**src/rtl/key_debounce_pkg.sv**
```systemverilog
// Shared definitions for the key debounce front end: per-key FSM encoding,
// time-base constant and an elaboration-time helper.
package key_debounce_pkg;

    typedef enum logic [1:0] {
        ST_IDLE         = 2'd0,
        ST_PRESS_WAIT   = 2'd1,
        ST_PRESSED      = 2'd2,
        ST_RELEASE_WAIT = 2'd3
    } key_state_e;

    localparam int MS_PER_S = 1000;

    function automatic int max_int(input int a, input int b);
        return (a > b) ? a : b;
    endfunction

endpackage

```
**src/rtl/key_debounce_ch.sv**
```systemverilog
// One key channel: two-flop synchroniser, debounce/hold FSM and its ms counters.
// The auto-repeat counter exists only when KEY_AUTOREPEAT_EN is defined.
module key_debounce_ch
    import key_debounce_pkg::*;
#(
    parameter int DEBOUNCE_MS    = 20,
    parameter int LONG_MS        = 1000,
`ifdef KEY_AUTOREPEAT_EN
    parameter int REPEAT_MS      = 100,
`endif
    parameter int KEY_ACTIVE_LOW = 1
) (
    input  logic clk_i,
    input  logic rst_n_i,
    input  logic tick_i,
    input  logic key_raw_i,
    output logic level_o,
    output logic press_o,
    output logic release_o,
    output logic long_o
);

    localparam int CNT_W = $clog2(max_int(LONG_MS, DEBOUNCE_MS) + 1);
    localparam logic             RAW_IDLE  = (KEY_ACTIVE_LOW != 0) ? 1'b1 : 1'b0;
    localparam logic [CNT_W-1:0] DEB_LAST  = CNT_W'(DEBOUNCE_MS - 1);
    localparam logic [CNT_W-1:0] LONG_LAST = CNT_W'(LONG_MS - 1);
    localparam logic [CNT_W-1:0] LONG_SAT  = CNT_W'(LONG_MS);

    logic             sync1_q, sync2_q;
    logic             pressed_s;
    key_state_e       state_q, state_d;
    logic [CNT_W-1:0] deb_cnt_q, deb_cnt_d;
    logic [CNT_W-1:0] hold_cnt_q, hold_cnt_d;
    logic             level_q, level_d;
    logic             press_q, press_d;
    logic             release_q, release_d;
    logic             long_q, long_d;
`ifdef KEY_AUTOREPEAT_EN
    localparam int               REP_W    = $clog2(REPEAT_MS + 1);
    localparam logic [REP_W-1:0] REP_LAST = REP_W'(REPEAT_MS - 1);
    logic [REP_W-1:0] rep_cnt_q, rep_cnt_d;
`endif

    // Flops reset to the released level so reset release never looks like a press.
    always_ff @(posedge clk_i or negedge rst_n_i) begin
        if (!rst_n_i) begin
            sync1_q <= RAW_IDLE;
            sync2_q <= RAW_IDLE;
        end else begin
            sync1_q <= key_raw_i;
            sync2_q <= sync1_q;
        end
    end

    assign pressed_s = sync2_q ^ RAW_IDLE;

    always_comb begin
        state_d    = state_q;
        deb_cnt_d  = deb_cnt_q;
        hold_cnt_d = hold_cnt_q;
        level_d    = level_q;
        press_d    = 1'b0;
        release_d  = 1'b0;
        long_d     = 1'b0;
`ifdef KEY_AUTOREPEAT_EN
        rep_cnt_d  = rep_cnt_q;
`endif
        case (state_q)
            ST_IDLE: begin
                if (pressed_s) begin
                    state_d   = ST_PRESS_WAIT;
                    deb_cnt_d = '0;
                end
            end
            ST_PRESS_WAIT: begin
                if (!pressed_s) begin
                    state_d = ST_IDLE;
                end else if (tick_i) begin
                    if (deb_cnt_q == DEB_LAST) begin
                        state_d    = ST_PRESSED;
                        press_d    = 1'b1;
                        level_d    = 1'b1;
                        deb_cnt_d  = '0;
                        hold_cnt_d = '0;
`ifdef KEY_AUTOREPEAT_EN
                        rep_cnt_d  = '0;
`endif
                    end else begin
                        deb_cnt_d = deb_cnt_q + 1'b1;
                    end
                end
            end
            ST_PRESSED: begin
                if (!pressed_s) begin
                    state_d   = ST_RELEASE_WAIT;
                    deb_cnt_d = '0;
                end else if (tick_i) begin
                    // Hold counter saturates at LONG_MS, so key_long fires once per hold.
                    if (hold_cnt_q != LONG_SAT) begin
                        hold_cnt_d = hold_cnt_q + 1'b1;
                        long_d     = (hold_cnt_q == LONG_LAST);
                    end
`ifdef KEY_AUTOREPEAT_EN
                    else if (rep_cnt_q == REP_LAST) begin
                        press_d   = 1'b1;
                        rep_cnt_d = '0;
                    end else begin
                        rep_cnt_d = rep_cnt_q + 1'b1;
                    end
`endif
                end
            end
            ST_RELEASE_WAIT: begin
                // A bounce back to pressed keeps the hold time already accumulated.
                if (pressed_s) begin
                    state_d   = ST_PRESSED;
`ifdef KEY_AUTOREPEAT_EN
                    rep_cnt_d = '0;
`endif
                end else if (tick_i) begin
                    if (deb_cnt_q == DEB_LAST) begin
                        state_d   = ST_IDLE;
                        release_d = 1'b1;
                        level_d   = 1'b0;
                    end else begin
                        deb_cnt_d = deb_cnt_q + 1'b1;
                    end
                end
            end
            default: state_d = ST_IDLE;
        endcase
    end

    always_ff @(posedge clk_i or negedge rst_n_i) begin
        if (!rst_n_i) begin
            state_q    <= ST_IDLE;
            deb_cnt_q  <= '0;
            hold_cnt_q <= '0;
            level_q    <= 1'b0;
            press_q    <= 1'b0;
            release_q  <= 1'b0;
            long_q     <= 1'b0;
`ifdef KEY_AUTOREPEAT_EN
            rep_cnt_q  <= '0;
`endif
        end else begin
            state_q    <= state_d;
            deb_cnt_q  <= deb_cnt_d;
            hold_cnt_q <= hold_cnt_d;
            level_q    <= level_d;
            press_q    <= press_d;
            release_q  <= release_d;
            long_q     <= long_d;
`ifdef KEY_AUTOREPEAT_EN
            rep_cnt_q  <= rep_cnt_d;
`endif
        end
    end

    assign level_o   = level_q;
    assign press_o   = press_q;
    assign release_o = release_q;
    assign long_o    = long_q;

endmodule

```
**src/rtl/key_debounce.sv**
```systemverilog
// Push-button front end: shared 1 ms tick prescaler plus one debounce channel per key.
// Define KEY_AUTOREPEAT_EN to make held keys re-emit key_press every REPEAT_MS after key_long.
module key_debounce
    import key_debounce_pkg::*;
#(
    parameter int N_KEYS         = 7,
    parameter int CLK_HZ         = 50_000_000,
    parameter int DEBOUNCE_MS    = 20,
    parameter int LONG_MS        = 1000,
    parameter int REPEAT_MS      = 100,
    parameter int KEY_ACTIVE_LOW = 1
) (
    input  logic              CLOCK_50,
    input  logic              rst_n,
    input  logic [N_KEYS-1:0] keys,
    output logic [N_KEYS-1:0] key_level,
    output logic [N_KEYS-1:0] key_press,
    output logic [N_KEYS-1:0] key_release,
    output logic [N_KEYS-1:0] key_long,
    output logic              any_press
);

    localparam int TICK_DIV = CLK_HZ / MS_PER_S;
    localparam int PRE_W    = (TICK_DIV > 1) ? $clog2(TICK_DIV) : 1;
    localparam logic [PRE_W-1:0] PRE_LAST = PRE_W'(TICK_DIV - 1);

    if (TICK_DIV < 1 || DEBOUNCE_MS < 1 || LONG_MS < 1 || REPEAT_MS < 1) begin : g_bad_params
        $error("key_debounce: CLK_HZ must be >= 1000 and all ms periods >= 1");
    end

    logic [PRE_W-1:0] presc_q, presc_d;
    logic             tick;

    assign tick    = (presc_q == PRE_LAST);
    assign presc_d = tick ? '0 : presc_q + 1'b1;

    always_ff @(posedge CLOCK_50 or negedge rst_n) begin
        if (!rst_n) begin
            presc_q <= '0;
        end else begin
            presc_q <= presc_d;
        end
    end

    for (genvar gi = 0; gi < N_KEYS; gi++) begin : g_ch
        key_debounce_ch #(
            .DEBOUNCE_MS   (DEBOUNCE_MS),
            .LONG_MS       (LONG_MS),
`ifdef KEY_AUTOREPEAT_EN
            .REPEAT_MS     (REPEAT_MS),
`endif
            .KEY_ACTIVE_LOW(KEY_ACTIVE_LOW)
        ) u_ch (
            .clk_i    (CLOCK_50),
            .rst_n_i  (rst_n),
            .tick_i   (tick),
            .key_raw_i(keys[gi]),
            .level_o  (key_level[gi]),
            .press_o  (key_press[gi]),
            .release_o(key_release[gi]),
            .long_o   (key_long[gi])
        );
    end

    // Channel pulses are already registered, so the OR stays in the same cycle.
    assign any_press = |key_press;

endmodule
```
**config.mk**
```make
export PLATFORM = sky130hd
export DESIGN_NAME = key_debounce
export DESIGN_NICKNAME = d
export VERILOG_FILES = /design/src/rtl/key_debounce_pkg.sv /design/src/rtl/key_debounce_ch.sv /design/src/rtl/key_debounce.sv
export SDC_FILE = /design/constraint.sdc
export NUM_CORES = 1
export LEC_CHECK = 0
export ABC_AREA = 1
export CAP_MARGIN = 0
export CELL_PAD_IN_SITES_DETAIL_PLACEMENT = 1
export CELL_PAD_IN_SITES_GLOBAL_PLACEMENT = 2
export CORE_MARGIN = 2
export CORE_UTILIZATION = 33
export DETAILED_ROUTE_END_ITERATION = 7
export PLACE_DENSITY_LB_ADDON = 0.1
export RECOVER_POWER = 25
export SETUP_SLACK_MARGIN = 0.4
export SLEW_MARGIN = 15
export SYNTH_ARGS = -nofsm -noshare
export SYNTH_HDL_FRONTEND = slang
export SYNTH_SLANG_ARGS = --single-unit
```
**constraint.sdc**
```tcl
create_clock -name CLOCK_50 -period 2.01 [get_ports CLOCK_50]
set_clock_uncertainty 0.2 [all_clocks]
set_input_delay 0.402 -clock CLOCK_50 [delete_from_list [all_inputs] [get_ports CLOCK_50]]
set_output_delay 0.402 -clock CLOCK_50 [all_outputs]
set_load 0.01 [all_outputs]
```
* Word-level counts from Yosys, hierarchy flattened
Cells that the tools add are included.
** Operators by class
- Add/subtract/negate cells :: 15
- Eq/ne operators :: 155
- Multiplexer cells :: 295
- Reduce and logical (&&, ||, !) cells :: 50
** Operators by type and width (count)
- 10-bit 2-to-1 mux :: 98
- 10-bit case mux with 4 select lines :: 7
- 7-bit AND reduction :: 21
- 10-bit by 1-bit adder with 10-bit output, second input constant :: 14
- 10-bit case mux with 2 select lines :: 7
- 1-bit 2-to-1 mux :: 112
- 2-bit 2-to-1 mux :: 56
- 2-bit != test, second input constant :: 49
- 10-bit equality test, second input constant :: 7
- 10-bit by 5-bit equality test with 1-bit output, second input constant :: 7
- 10-bit != test, second input constant :: 7
- 2-bit by 1-bit != test with 1-bit output, second input constant :: 35
- 2-bit case mux with 4 select lines :: 7
- 3-bit != test, second input constant :: 14
- 6-bit AND reduction :: 7
- 2-bit equality test, second input constant :: 14
- 2-bit nonzero test :: 14
- 3-bit by 1-bit != test with 1-bit output, second input constant :: 7
- 3-bit by 2-bit != test with 1-bit output, second input constant :: 7
- 16-bit by 1-bit adder with 16-bit output, second input constant :: 1
- 16-bit equality test, second input constant :: 1
- 16-bit 2-to-1 mux :: 1
- 2-bit by 1-bit equality test with 1-bit output, second input constant :: 7
- 2-bit logical NOT :: 7
- 2 further kinds :: 8
** Storage, ports and cells
- Register bits after elaboration :: 212
- Output and inout bits :: 29
- Logic and storage cells :: 579

* Logic depth before layout (Yosys ltp)
Gate-level depths: netlist of the first run.
- Depth after elaboration :: 5
- Gate-level depth with buffers :: 13

* Modules after synthesis
Synthesis of the first run repeated with hierarchy kept, for this count alone.
** Second synthesis, totals
- Cell total of the unflattened synthesis :: 1799
- Area, all modules :: 13300.3 um2
** Modules (own cells, without submodules)
- key_debounce_ch (g_ch[0].u_ch ...) :: instances 3, cells each 244, area each 1805.5 um2
- key_debounce_ch (g_ch[4].u_ch ...) :: instances 3, cells each 234, area each 1757.9 um2
- key_debounce_ch (g_ch[3].u_ch) :: instances 1, cells each 241, area each 1717.9 um2
- key_debounce :: instances 1, cells each 124, area each 892.1 um2

* Worst setup path after synthesis of the first run
Ideal clock, no wire load.
- Path type :: register to register
- Start :: register presc_q[0]
- End :: register g_ch[1].u_ch.deb_cnt_q[0]
- Library setup time :: 117 ps
- Arrival :: 1608 ps
- Required time :: 1693 ps
- Setup slack :: 84 ps
- Cell stages (with the launch flop) :: 11
- Path through :: dfrtp_1 ha_1 nand3_1 nor2_2 nand2_4 clkinv_4 o211ai_4 inv_2 buf_4 nand3_1 nand2_1
** On the way
- Cells in the longest elaborated chain, start to end :: 3
** Ends and longest elaborated chain
- from (decl) :: line key_debounce.sv:31 : logic [PRE_W-1:0] presc_q, presc_d;
- from (signal assigned) :: line key_debounce.sv:41 : presc_q <= presc_d;
- 16-bit equality test (*) :: line key_debounce.sv:34 : assign tick = (presc_q == PRE_LAST);
- 2-bit != test (no source line)
- 7-bit AND reduction (no source line) (*)
- to (signal assigned) :: line key_debounce_ch.sv:148 : deb_cnt_q <= deb_cnt_d;
- to (decl) :: line key_debounce_ch.sv:32 : logic [CNT_W-1:0] deb_cnt_q, deb_cnt_d;
Every way passes the cells marked *; elsewhere a longest branch is shown, timed or not.
A chain may end at the register's enable or synchronous reset.

* Worst setup path in the final report of the first run
- Start :: register presc_q[5]
- End :: register g_ch[4].u_ch.hold_cnt_q[0]
** On the way
- Cells in the longest elaborated chain, start to end :: 3
** Ends and longest elaborated chain
- 16-bit equality test (*) :: line key_debounce.sv:34
- 2-bit != test (no source line)
- 7-bit AND reduction (no source line) (*)
- to (signal assigned) :: line key_debounce_ch.sv:149 : hold_cnt_q <= hold_cnt_d;
- to (decl) :: line key_debounce_ch.sv:33 : logic [CNT_W-1:0] hold_cnt_q, hold_cnt_d;
Marks and branches as above.

==> results.json, run 1 <==
{
  "synth_area_per_cell_um2": 7.41,
  "clock_sinks": 212,
  "routedWlPerCell_um": 15.9,
  "clk_latency_ps": 570,
  "nets": 2070,
  "antenna_found_initial": 0,
  "rsz0062_at_grt": "yes",
  "seq_area_frac_synth_pct": 41.1,
  "cts_tree": "built",
  "synth_cells": 1749,
  "grt_util_met3_pct": 2.66,
  "core_area_um2": 38700,
  "ys_types": 49,
  "clk_path_buf_depth": 3,
  "ys_dominant_reg_cell": "dfrtp_1",
  "cts_root_buf": "clkbuf_16",
  "crit_fanout": 6,
  "gp_congestion": 0.793,
  "final-hold-violation-count": 0,
  "hp-class": "register to register",
  "place_inst": 2420,
  "grt-ovfl-total": 0,
  "status": "complete, but fails checks",
  "grt_max_degree": 57,
  "power_density_nw_per_um2": 947,
  "multiInputGateArea_um2": 8050,
  "via_count": 12561,
  "regArea_um2": 5330,
  "period_share_pct": 111,
  "rows": 72,
  "layout_commonest_cell": "nand2_1",
  "max_freq_ghz": 0.448,
  "holdWs_ps": 148,
  "grt_pass1_wl_um": 68600,
  "synth_fp_nets": 1780,
  "grt.met1_usage_pct": 26.1,
  "final_cell_mix": "nand2_1 (350), dfrtp_1 (196), inv_1 (181), buf_4 (172), nor2_1 (143)",
  "max-vdd-ir-drop_v": 0.000653,
  "tightest_slew_ps": 1250,
  "path_cells": "nor2_2, nand2_2, nor2_4, nand2_8, buf_6, buf_12, nor2_4, nand2_2, nand2_4, nand2_8, nor2_4, a21oi_2",
  "drtAntennaViolNets": 0,
  "place_hpwl_um": 27800,
  "initial_utilization_pct": 33.4,
  "cp_data_required_time_ps": 2240,
  "cp_common_cell": "nor2_4",
  "path_buf_inv": 2,
  "crit_type": "register to register",
  "slew_headroom_pct": 16.9,
  "drt_iter0_drc": 485,
  "cp_slowest_stage_delay_ps": 400,
  "ys_seq_elements": 212,
  "htree_levels": 1,
  "crit_slowest_cell": "dfrtp_1",
  "via_per_inst": 4.87,
  "drt-total-wl_um": 41000,
  "failed_checks": "negative setup slack",
  "worst_slack_ps": -223,
  "die_h_um": 202,
  "drcViolationCount": 0,
  "slew_viol_final": 0,
  "port_buffers": 37,
  "gr-usage-met2_pct": 36.3,
  "maxCapViolations": 0,
  "leakagePower_nw": 8.77,
  "cts.reportedPaths.clkPinSlew_ps": 60,
  "cts_made_buffers": 29,
  "io_pins": 38,
  "async_flop_share_pct": 100,
  "dr.pass1.iters": 4,
  "end_kind": "register",
  "die_area_um2": 40900,
  "die_w_um": 202,
  "grt_pass1_vias": 13565,
  "grt_use_total_pct": 20.2,
  "diodes": 0,
  "layout_min_cycle_time_ps": 2230,
  "grt.busiest_layer": "met2",
  "fin_cells": 2580,
  "nFillCells": 4622,
  "netlist_area_um2": 13000,
  "critical_path.top_delay_family": "simple AND/OR/NAND/NOR gates",
  "drive_gt1_share_pct": 35.3,
  "yosys_warnings": 0,
  "setup_viol": 161,
  "crit_arrival_ps": 2460,
  "crit_path_start_kind": "register",
  "area_delta_synth_final_pct": 45.1,
  "synth-edff-count": 0
}
where the power goes:
group | internal (mW) | switching, mW | leakage (nW)
registers | 4.58 | 0.349 | 2.85
clock network | 3.20 | 1.98 | 0.474
logic | 3.14 | 4.56 | 5.44
total | 10.9 | 6.89 | 8.77
layout make-up:
type,instances,share of cell area [%]
Timing Repair inverter,3,0.173
Clock inverter,8,0.512
Inverter,216,4.83
Sequential cell,212,28.3
Tap cell,518,3.45
Timing Repair Buffer,303,15.3
Clock buffer,46,4.63
Multi-Input combinational cell,1274,42.8
layer usage:
layer,up-vias,routed length [um]
li1,6263,-
met1,6135,18300
met2,120,20900
met3,43,1080
met4,0,705
met5,-,0
cell usage after synthesis (11+ instances only):
library cell / instances / area share [%]
nand2_1: 473 / 14
dfrtp_1: 198 / 38
inv_1: 194 / 5.6
nor2_1: 168 / 4.9
nand3_1: 149 / 5.8
o21ai_0: 75 / 2.9
nor3_1: 53 / 2.0
xor2_1: 49 / 3.3
a21oi_1: 39 / 1.5
o21ai_1: 39 / 1.5
nand4_1: 37 / 1.8
buf_4: 32 / 1.9
ha_1: 22 / 2.1
o21ai_2: 22 / 1.5
o211ai_1: 20 / 1.2
inv_2: 17 / 0.49
dfstp_2: 14 / 2.8
nand2_2: 14 / 0.68
nor2_2: 14 / 0.68
nand3b_1: 12 / 0.70
or2_2: 11 / 0.53
what timing repair did:
item,CTS,global route
endpoints found under the setup margin,223,226
gates resized for setup,465,135
hold buffers,1,0
buffers inserted,65,26
endpoints found under the hold margin,201,0
cloned,13,1
pin swaps,116,69
worst paths after layout:
check | slack [ps] | cells past startpoint | from | end
max | -220 | 12 | presc_q[5] | g_ch[4].u_ch.hold_cnt_q[0]
max reg2reg | -220 | 12 | presc_q[5] | g_ch[4].u_ch.hold_cnt_q[0]
min | 150 | 0 | g_ch[5].u_ch.sync1_q | g_ch[5].u_ch.sync2_q
min reg2reg | 150 | 0 | g_ch[5].u_ch.sync1_q | g_ch[5].u_ch.sync2_q
min in group asynchronous | 450 | 2 | rst_n | g_ch[2].u_ch.deb_cnt_q[4]
max in group asynchronous | 130 | 3 | rst_n | g_ch[6].u_ch.sync1_q
kinds of logic (layout without fill, tap and decap cells):
group	count (synthesis)	in the layout	share of synthesized area, %
AND/OR/NAND/NOR	965	971	33.0
flip-flops	212	212	41.1
XOR/XNOR	58	58	3.92
adder cells (fa/ha/maj)	22	22	2.12
multiplexers	1	1	0.0773
AO/OA/AOI/OAI	222	222	10.4
buffers and inverters	269	576	9.41
state kept, by name, indices dropped and copies added (netlist names), named ones only:
| name | cells |
|---|---|
| g_ch.u_ch.level_o | 7 |
| g_ch.u_ch.state_q | 7 |
| g_ch.u_ch.press_o | 7 |
| g_ch.u_ch.hold_cnt_q | 70 |
| g_ch.u_ch.deb_cnt_q | 70 |
| g_ch.u_ch.sync2_q | 7 |
| g_ch.u_ch.sync1_q | 7 |
| presc_q | 16 |
| g_ch.u_ch.long_o | 7 |
| g_ch.u_ch.release_o | 7 |
metrics by stage:
| stage | power (mW) | area [um2] | setup TNS (ps) | util (%) | setup WS (ps) |
|---|---|---|---|---|---|
| floorplan | 8.21 | 13200 | 0 | - | 172 |
| global placement | 10.3 | 15300 | -2270 | 39.4 | -96.3 |
| detailed placement | 10.4 | 15300 | -5900 | 39.4 | -174 |
| CTS | 17.4 | 18100 | -5480 | 46.7 | -229 |
| global route | 18.9 | 18800 | -32100 | 48.5 | -301 |
| finish | 17.8 | 18800 | -16710 | 48.5 | -223 |
No activity file was read; power rests on OpenSTA's default activity.
==> run 2: changes to the inputs <==
--- a/config.mk
+++ b/config.mk
@@ -10,8 +10,10 @@
 export CELL_PAD_IN_SITES_DETAIL_PLACEMENT = 1
 export CELL_PAD_IN_SITES_GLOBAL_PLACEMENT = 2
 export CORE_MARGIN = 2
-export CORE_UTILIZATION = 33
+export CORE_UTILIZATION = 40
+export CTS_CLUSTER_DIAMETER = 150
 export DETAILED_ROUTE_END_ITERATION = 7
+export GPL_TIMING_DRIVEN = 0
 export PLACE_DENSITY_LB_ADDON = 0.1
 export RECOVER_POWER = 25
 export SETUP_SLACK_MARGIN = 0.4
==> constraint.sdc (replaced) <==
create_clock -name CLOCK_50 -period 2.9 [get_ports CLOCK_50]
set_clock_uncertainty 0.2 [all_clocks]
set_input_delay 0.58 -clock CLOCK_50 [delete_from_list [all_inputs] [get_ports CLOCK_50]]
set_output_delay 0.58 -clock CLOCK_50 [all_outputs]
set_load 0.01 [all_outputs]
==> results.json, run 2 (synthesis gave the netlist of run 1 again) <==
{
  "status": "complete, no violations",
  "clkPwrFrac_pct": 33.0,
  "die_area_um2": 33800,
  "drive_gt1_share_pct": 11.4,
  "combPwrFrac_pct": 31.1,
  "wl_met2_um": 15400,
  "die_h_um": 184,
  "reg_top3": "g_ch.u_ch.deb_cnt_q x70, g_ch.u_ch.hold_cnt_q x70, presc_q x16",
  "port_buffers": 37,
  "internal-power_mw": 5.92,
  "maxCapViolations": 0,
  "highest_layer": "met4",
  "grt_pass1_wl_um": 58200,
  "cts_made_buffers": 27,
  "via_count": 11457,
  "swShare_pct": 37.7,
  "cts_tree": "built",
  "slew_viol_final": 0,
  "cts_root_buf": "clkbuf_16",
  "clock_sinks": 212,
  "core_area_um2": 31700,
  "leakagePower_nw": 6.92,
  "drtAntennaViolNets": 0,
  "clk_path_buf_depth": 3,
  "antenna_found_initial": 0,
  "p_switching_mw": 3.59,
  "layout_commonest_cell": "nand2_1",
  "grt_max_degree": 101,
  "diodes": 0,
  "htree_levels": 1,
  "tightest_slew_ps": 1190,
  "period_share_pct": 81.9,
  "rows": 65,
  "final_cell_mix": "nand2_1 (472), dfrtp_1 (198), inv_1 (194), nor2_1 (168), nand3_1 (148)",
  "crit_type": "register to primary output",
  "clk_latency_ps": 530,
  "dr.pass1.iters": 4,
  "power_density_nw_per_um2": 644,
  "routedWlPerCell_um": 14.9,
  "rsz0062_at_grt": "no",
  "grt-ovfl-total": 0,
  "wl_met3_um": 708,
  "via_per_inst": 5.11,
  "nets": 1854,
  "max-vdd-ir-drop_v": 0.000441,
  "drt-total-wl_um": 33500,
  "nFillCells": 4013,
  "cts.reportedPaths.clkPinSlew_ps": 50,
  "worst_slack_ps": 525,
  "grt_pass1_vias": 11698,
  "setup_viol": 0,
  "seqPwrFrac_pct": 35.9,
  "final-hold-violation-count": 0,
  "drt_iter0_drc": 565,
  "place_hpwl_um": 23900,
  "grt_use_total_pct": 20.6,
  "place_ws_ps": 172,
  "total_power_mw": 9.52,
  "fin_tns_setup_ps": 0,
  "drt-met1-wl_um": 16700,
  "slew_headroom_pct": 20.4,
  "max_freq_ghz": 0.421,
  "cp_data_required_time_ps": 2120,
  "gp_congestion": 0.800,
  "hp-class": "register to register",
  "crit_arrival_ps": 1590,
  "layout_min_cycle_time_ps": 2370,
  "crit_path_start_kind": "register",
  "io_pins": 38,
  "area_delta_synth_final_pct": 14.1,
  "initial_utilization_pct": 40.9,
  "end_kind": "primary output",
  "crit_fanout": 2,
  "drcViolationCount": 0,
  "fin_util_pct": 46.6,
  "die_w_um": 184
}
-- run 2: power by group through the flow --
| stage | sequential (mW) | combinational (mW) | clock [mW] |
|---|---|---|---|
| after floorplan | 3.39 | 2.12 | 0 |
| after global placement | 3.46 | 2.84 | 0 |
| after detailed placement | 3.46 | 2.91 | 0 |
| after CTS | 3.41 | 2.91 | 3.27 |
| after global routing | 3.45 | 3.38 | 3.37 |
| final | 3.41 | 2.96 | 3.14 |
-- run 2: area by class of cell --
type	count	area (um2)	area share, %
buffer	53	407	2.75
timing repair buffer	45	460	3.11
sequential	212	5320	36.0
clock buffer	41	768	5.20
tap	402	503	3.40
clock inverter	3	40.0	0.271
inverter	216	820	5.54
multi-input combinational	1268	6470	43.7
-- run 2: final timing paths --
kind / from / endpoint / slack, ps / depth (start not counted)
hold reg to reg: g_ch[2].u_ch.sync1_q / g_ch[2].u_ch.sync2_q / 150 / 0
max in group asynchronous: rst_n / g_ch[1].u_ch.deb_cnt_q[6] / 730 / 3
min in group asynchronous: rst_n / g_ch[3].u_ch.hold_cnt_q[2] / 290 / 2
hold / removal: g_ch[2].u_ch.sync1_q / g_ch[2].u_ch.sync2_q / 150 / 0
setup / recovery: g_ch[4].u_ch.press_o / key_press[4] / 530 / 2
setup reg to reg: presc_q[12] / g_ch[2].u_ch.release_o / 630 / 7
-- run 2: stage by stage --
step / cell area (um2) / cells / hold WS (ps)
global placement: 13800 / 2188 / 146
CTS: 14700 / 2235 / 155
finish: 14800 / 2240 / 154
detailed placement: 13900 / 2190 / 147
floorplan: 13000 / 1749 / 84.4
global route: 14800 / 2240 / 159
-- run 2: what timing repair did --
| action | CTS | global route |
|---|---|---|
| pin swaps | 0 | 3 |
| hold buffers | 1 | 0 |
| resized for setup | 3 | 13 |
| cloned | 0 | 0 |
| setup endpoints to repair | 11 | 74 |
| endpoints found under the hold margin | 28 | 0 |
| buffers inserted | 0 | 5 |
-- run 2: worst max-delay path, cell delays in order (launching register included) --
cell             delay [ps]
dfrtp_1                 410
buf_4                   130
clkdlybuf4s50_1         520
-- run 2: metal layers --
layer,vias to the layer above,track usage [%]
li1,5801,-
met5,-,0
met4,0,4.61
met3,37,2.14
met2,81,33.9
met1,5538,29.3
==> edit 1: new RTL, config.mk and constraints of run 1 <==
Reset style: synchronous (`rst_n` and `rst_n_i`), changed in 3 clocked blocks.
--- a/src/rtl/key_debounce_ch.sv
+++ b/src/rtl/key_debounce_ch.sv
@@ -43,5 +43,5 @@
 
     // Flops reset to the released level so reset release never looks like a press.
-    always_ff @(posedge clk_i or negedge rst_n_i) begin
+    always_ff @(posedge clk_i) begin
         if (!rst_n_i) begin
             sync1_q <= RAW_IDLE;
@@ -132,5 +132,5 @@
     end
 
-    always_ff @(posedge clk_i or negedge rst_n_i) begin
+    always_ff @(posedge clk_i) begin
         if (!rst_n_i) begin
             state_q    <= ST_IDLE;
--- a/src/rtl/key_debounce.sv
+++ b/src/rtl/key_debounce.sv
@@ -35,5 +35,5 @@
     assign presc_d = tick ? '0 : presc_q + 1'b1;
 
-    always_ff @(posedge CLOCK_50 or negedge rst_n) begin
+    always_ff @(posedge CLOCK_50) begin
         if (!rst_n) begin
             presc_q <= '0;
Check against the original RTL: no difference found for any inputs over 4 cycles, from zero or initial values and one cycle with rst_n low; that may be too few to reach the edited logic, so the function may still have changed.
==> edit 1 against run 1 <==
The flow still finishes with violations (negative setup slack); cell area rose by 0.13%; core utilization rose by 2.8 points; setup slack improved by 0.13 ns; hold slack improved by 0.051 ns; sequential cell count did not move; sequential share of layout area fell by 5.3 points; non-clock buffer count fell by 27; count of clock-buffer cells in the layout fell by 6; critical path depth fell by 8; area after synthesis fell by 4.8%; routed wire length rose by 3.0%; global-route usage rose by 0.98 points.
Power is not compared: it rests on default switching activity, and its combinational part moved more than twofold at a synthesized area within 25%.
==> edit 1: results (changes against run 1) <==
The total placed cells including tap cells is 2488 (+2.8%). The arrival time of the worst setup path is 1.50 ns (-0.96 ns). The routed length on met2 is 21.1 mm (+0.89%). The number of clock buffers in the layout was 40 (-13%). The first-pass GRT wire length came out at 68.7 mm (about the same).

The aggregate global-route resource usage came out at 0.212 (+0.00983). The min-delay analysis places its worst path in the category primary input to flop. The fraction of met2 tracks used by global routing came to 0.380 (+0.0165). The count of inverters not on the clock network in the layout is 213 (-2.7%). The number of sinks driven by the clock tree came out at 212 (unchanged).

The multi-input combinational gate total came to 1406 (+10%). The most common flop cell mapped by yosys is sky130_fd_sc_hd__dfxtp_1. Tracing the worst setup path back leads to its startpoint at g_ch[2].u_ch.press_o.

The mean number of vias per cell is 5.04 (+3.4%). The final-layout clock-cell area share is 0.0514 (+0.0000647). The placed standard-cell area came out at 0.0145 mm² (-5.4%). The detailed-routed wire length on met3 came out at 1.32 mm (+22%). The non-clock buffer total of the final layout came to 276 (-8.9%). The average instance area after synthesis came out at 6.49 µm² (-12%). After synthesis, the most frequently instantiated cells are sky130_fd_sc_hd__nand2_1, sky130_fd_sc_hd__nor2_1, sky130_fd_sc_hd__dfxtp_1.

The post-synthesis cell type count is 46 (-6.1%). The global routing met1 resource utilization came out at 0.272 (+0.0112). The critical-path maximum fanout is 2 (-4). The placeable core region is 0.0367 mm² (-5.3%).

The met3 usage is 0.0266 (+0.0000305). The final reports fail on negative setup slack. The detailed-route wire length per cell came to 16.1 µm (+1.1%). The via count of the first global-routing pass came out at 13700 (+0.86%). The area of the multi-input gates came out at 0.00939 mm² (+17%).

Ranked by total cell area, the synthesized netlist is headed by sky130_fd_sc_hd__dfxtp_1, sky130_fd_sc_hd__nand2_1, sky130_fd_sc_hd__nand3_1, sky130_fd_sc_hd__nor2_1, sky130_fd_sc_hd__a21oi_1. The number of hold buffers added after CTS is 0 (-1). The synthesized net count came out at 1931 (+8.5%). The final worst-path setup slack came out at -0.0967 ns (+0.126 ns). The run finished, with violations left.

The number of nets in the finished design was 2169 (+4.8%). The first-pass iteration count of the detailed router is 4 (unchanged). The iteration-0 DRC count of the detailed router was 327 (-33%). The worst hold path begins at keys[1]. The final count of negative-setup-slack endpoints came out at 48 (-70%). The slowest stage cell on the critical path is sky130_fd_sc_hd__dfxtp_4. The total of fill cells in the finished design came out at 4450 (-3.7%). The area share of buffers outside the clock network came to 0.143 (-0.00991). In this run the critical register-to-register path is launched from g_ch[5].u_ch.state_q[0].

The fraction of standard cell area that is sequential is 0.230 (-0.0530). The pin count of the biggest net entering global routing is 30 (-47%). The met1 wire length was 19.1 mm (+4.5%). The final estimated routing congestion in global placement is 0.801 (+1.0%). The total number of vias was 13200 (+5.3%).

The cell family contributing the most delay on the critical path is flip-flops. The relative slew slack is 0.0969 (-0.0719). The fraction of synthesis flops using an asynchronous set or reset pin came out at 0 (-1.00). The half-perimeter wire length after detailed placement is 28.3 mm (+1.6%).
edit 1: cell types whose count changed after synthesis, moves of 29 or more:
cell	before	now
sky130_fd_sc_hd__a21oi_1	39	170
sky130_fd_sc_hd__dfrtp_1	198	0
sky130_fd_sc_hd__dfxtp_1	0	212
sky130_fd_sc_hd__nand3_1	149	181
sky130_fd_sc_hd__nor2_1	168	235
sky130_fd_sc_hd__o21ai_0	75	44
sky130_fd_sc_hd__o21ai_1	39	10
edit 1: logic make-up (layout without fill, tap and decap cells):
| kind of cell | count (synthesis) | after routing | share of synthesized area |
|---|---|---|---|
| AO/OA/AOI/OAI | 257 | 257 | 0.114 |
| buffers and inverters | 286 | 542 | 0.101 |
| adder cells (fa/ha/maj) | 22 | 22 | 0.0223 |
| flip-flops | 212 | 212 | 0.344 |
| AND/OR/NAND/NOR | 1068 | 1072 | 0.380 |
| XOR/XNOR | 55 | 55 | 0.0391 |
edit 1: final timing paths:
path | end | slack, ns
worst min register to register | g_ch[0].u_ch.sync2_q | 0.21
worst max register to register | g_ch[5].u_ch.deb_cnt_q[9] | -0.07
worst max-delay path | any_press | -0.1
worst min-delay path | g_ch[1].u_ch.sync1_q | 0.20
edit 1: worst reg2reg max path, stage by stage, from the launching register on:
cell and delay [ns]:
sky130_fd_sc_hd__dfxtp_1 0.43, sky130_fd_sc_hd__buf_4 0.18, sky130_fd_sc_hd__nor2_1 0.07, sky130_fd_sc_hd__nand2_1 0.11
sky130_fd_sc_hd__nand2_1 0.12, sky130_fd_sc_hd__nor2_1 0.22, sky130_fd_sc_hd__nand2_4 0.07, sky130_fd_sc_hd__nor2_4 0.10
sky130_fd_sc_hd__buf_12 0.13, sky130_fd_sc_hd__buf_8 0.12, sky130_fd_sc_hd__buf_6 0.12, sky130_fd_sc_hd__nand2_2 0.05
sky130_fd_sc_hd__a21oi_2 0.12
edit 1: power groups by stage:
stage	clock network [W]	registers (W)	logic [W]
floorplan	0	0.00445	0.000661
global placement	0	0.00446	0.00101
detailed placement	0	0.00446	0.00104
CTS	0.00540	0.00437	0.00141
global route	0.00559	0.00439	0.00172
finish	0.00524	0.00438	0.00160
edit 1: stage by stage:
| step | hold WS, ns | utilization | setup WS (ns) | TNS (ns) |
|---|---|---|---|---|
| floorplan | 0.193 | - | 0.176 | 0 |
| finish | 0.199 | 0.513 | -0.0967 | -1.27 |
| global placement | 0.197 | 0.394 | -0.145 | -1.39 |
| CTS | 0.0921 | 0.474 | -0.155 | -0.274 |
| global route | 0.191 | 0.513 | -0.184 | -10.62 |
| detailed placement | 0.199 | 0.394 | -0.217 | -3.51 |
edit 1: repair_timing:
item | 4_1_cts | 5_1_grt
endpoints found under the setup margin | 222 | 225
pin swaps | 135 | 116
resized for setup | 563 | 308
setup buffers | 46 | 32
gates cloned | 5 | 4
==> edit 2: new RTL, config.mk and constraints of run 1 <==
Without the edit above. `N_KEYS`: 7 -> 8.
--- a/src/rtl/key_debounce.sv
+++ b/src/rtl/key_debounce.sv
@@ -4,5 +4,5 @@
     import key_debounce_pkg::*;
 #(
-    parameter int N_KEYS         = 7,
+    parameter int N_KEYS         = 8,
     parameter int CLK_HZ         = 50_000_000,
     parameter int DEBOUNCE_MS    = 20,
Interface: changed (5 resized); port bits go from 38 to 43. The function was not compared with the original's and may differ.
==> edit 2 against run 1 <==
First-iteration DRC count up 0.82%; hold slack better by 0.0035 ns; setup slack better by 0.032 ns; via count grew 9.1%; cell area rose by 11%; the flow still finishes with violations (negative setup slack); combinational power decreased by 17%; routed wire length is 9.1% higher; area after synthesis is 11% higher; sequential cell count is 28 higher; power increased by 2.1%; final cell count up 10%.
==> edit 2: results (changes against run 1) <==
The met1 wire length is 21.1 mm (+16%). The largest registers in the layout are g_ch.u_ch.deb_cnt_q: 80 flops, g_ch.u_ch.hold_cnt_q: 80 flops, presc_q: 16 flops. The quantity of I/O buffers inserted on ports came out at 42 (+14%). The synthesized net count came out at 1973 (+11%).

The synthesized instance count came to 1938 (+11%). The total placed cells including tap cells was 2695 (+11%). The clock-net power came out at 0.00634 W (+22%). The via count of the first global-routing pass is 14600 (+7.8%). The placed standard-cell area came out at 0.0168 mm² (+9.9%). The post-synthesis cell type count came to 51 (+4.1%). The final worst-path setup slack is -0.191 ns (+0.0315 ns).

The leakage component of the power came out at 9.51 nW (+8.4%). The routed length on met2 was 21.8 mm (+3.9%). The endpoint identified for the worst register-to-register timing path is g_ch[0].u_ch.deb_cnt_q[0]. The minimum hold slack is 0.151 ns (+0.00353 ns). The run finished, with violations left. The startpoint identified for the worst register-to-register timing path is presc_q[4].

The mean number of vias per cell came to 4.82 (-1.1%). The peak ir drop on the vdd network is 549 µV (-16%). The worst hold path terminates at g_ch[0].u_ch.sync2_q. The fraction of met2 tracks used by global routing is 0.351 (-0.0121).

The first-pass GRT wire length is 74.1 mm (+8.0%). The source-to-sink clock delay at the later pin of the worst-skew pair is 0.54 ns (-0.03 ns). The final estimated routing congestion in global placement was 0.800 (+0.98%).

The deepest level of the CTS H-tree came out at 2 (+1). The final count of negative-setup-slack endpoints came out at 182 (+13%). The worst setup slack after placement is -0.275 ns (-0.101 ns).

The pin count of the biggest net entering global routing came out at 58 (+1.8%). The number of nets in the finished design is 2269 (+9.6%). The checks that failed: negative setup slack.

The aggregate global-route resource usage is 0.202 (-0.000420). By count the netlist is led by sky130_fd_sc_hd__nand2_1, sky130_fd_sc_hd__dfrtp_1, sky130_fd_sc_hd__inv_1. The met3 usage is 0.0288 (+0.00222). The switching portion of total power came out at 0.359 (-0.0285). The global routing met1 resource utilization is 0.265 (+0.00419). The worst hold path begins at g_ch[0].u_ch.sync1_q.

The detailed-route wire length per cell came out at 15.7 µm (-1.1%). The portion of total power attributed to the clock network came to 0.348 (+0.057). The power attributed to sequential cells is 0.00549 W (+11%).

By area the synthesized netlist is led by sky130_fd_sc_hd__dfrtp_1, sky130_fd_sc_hd__nand2_1, sky130_fd_sc_hd__inv_1, sky130_fd_sc_hd__nor2_1, sky130_fd_sc_hd__nand3_1. The number of buffers inserted during clock tree synthesis came to 34 (+17%).
-- edit 2: timing repair --
action,4_1_cts,5_1_grt
pin swaps,111,67
buffers inserted,50,21
endpoints found under the hold margin,224,0
resized for setup,574,191
cloned,16,0
hold buffers,1,0
setup endpoints to repair,254,255
-- edit 2: critical path: cells and delay by family, from the launching register on --
family                 cells  cell delay, ns
buffers and inverters      4            0.56
AOI/OAI and AO/OA          2            0.18
DFF                        1            0.42
and+or+nand+nor            6            0.71
-- edit 2: cell families after synthesis --
kind of cell / after synthesis / share of synthesized area
fa+ha+maj: 25 / 0.0217
buf+inv: 287 / 0.0891
xor+xnor: 84 / 0.0510
simple gates: 1070 / 0.323
compound gates: 232 / 0.0973
flops: 240 / 0.418
-- edit 2: area by class of cell --
class	instances	area, µm²
multi-input cells	1417	8940
clock inverters	10	103
fillers	5131	22200
repair inverters	3	43.8
flip-flops and latches	240	6030
inverters	231	920
repair buffers	307	2980
well taps	585	732
clock buffers	52	1070
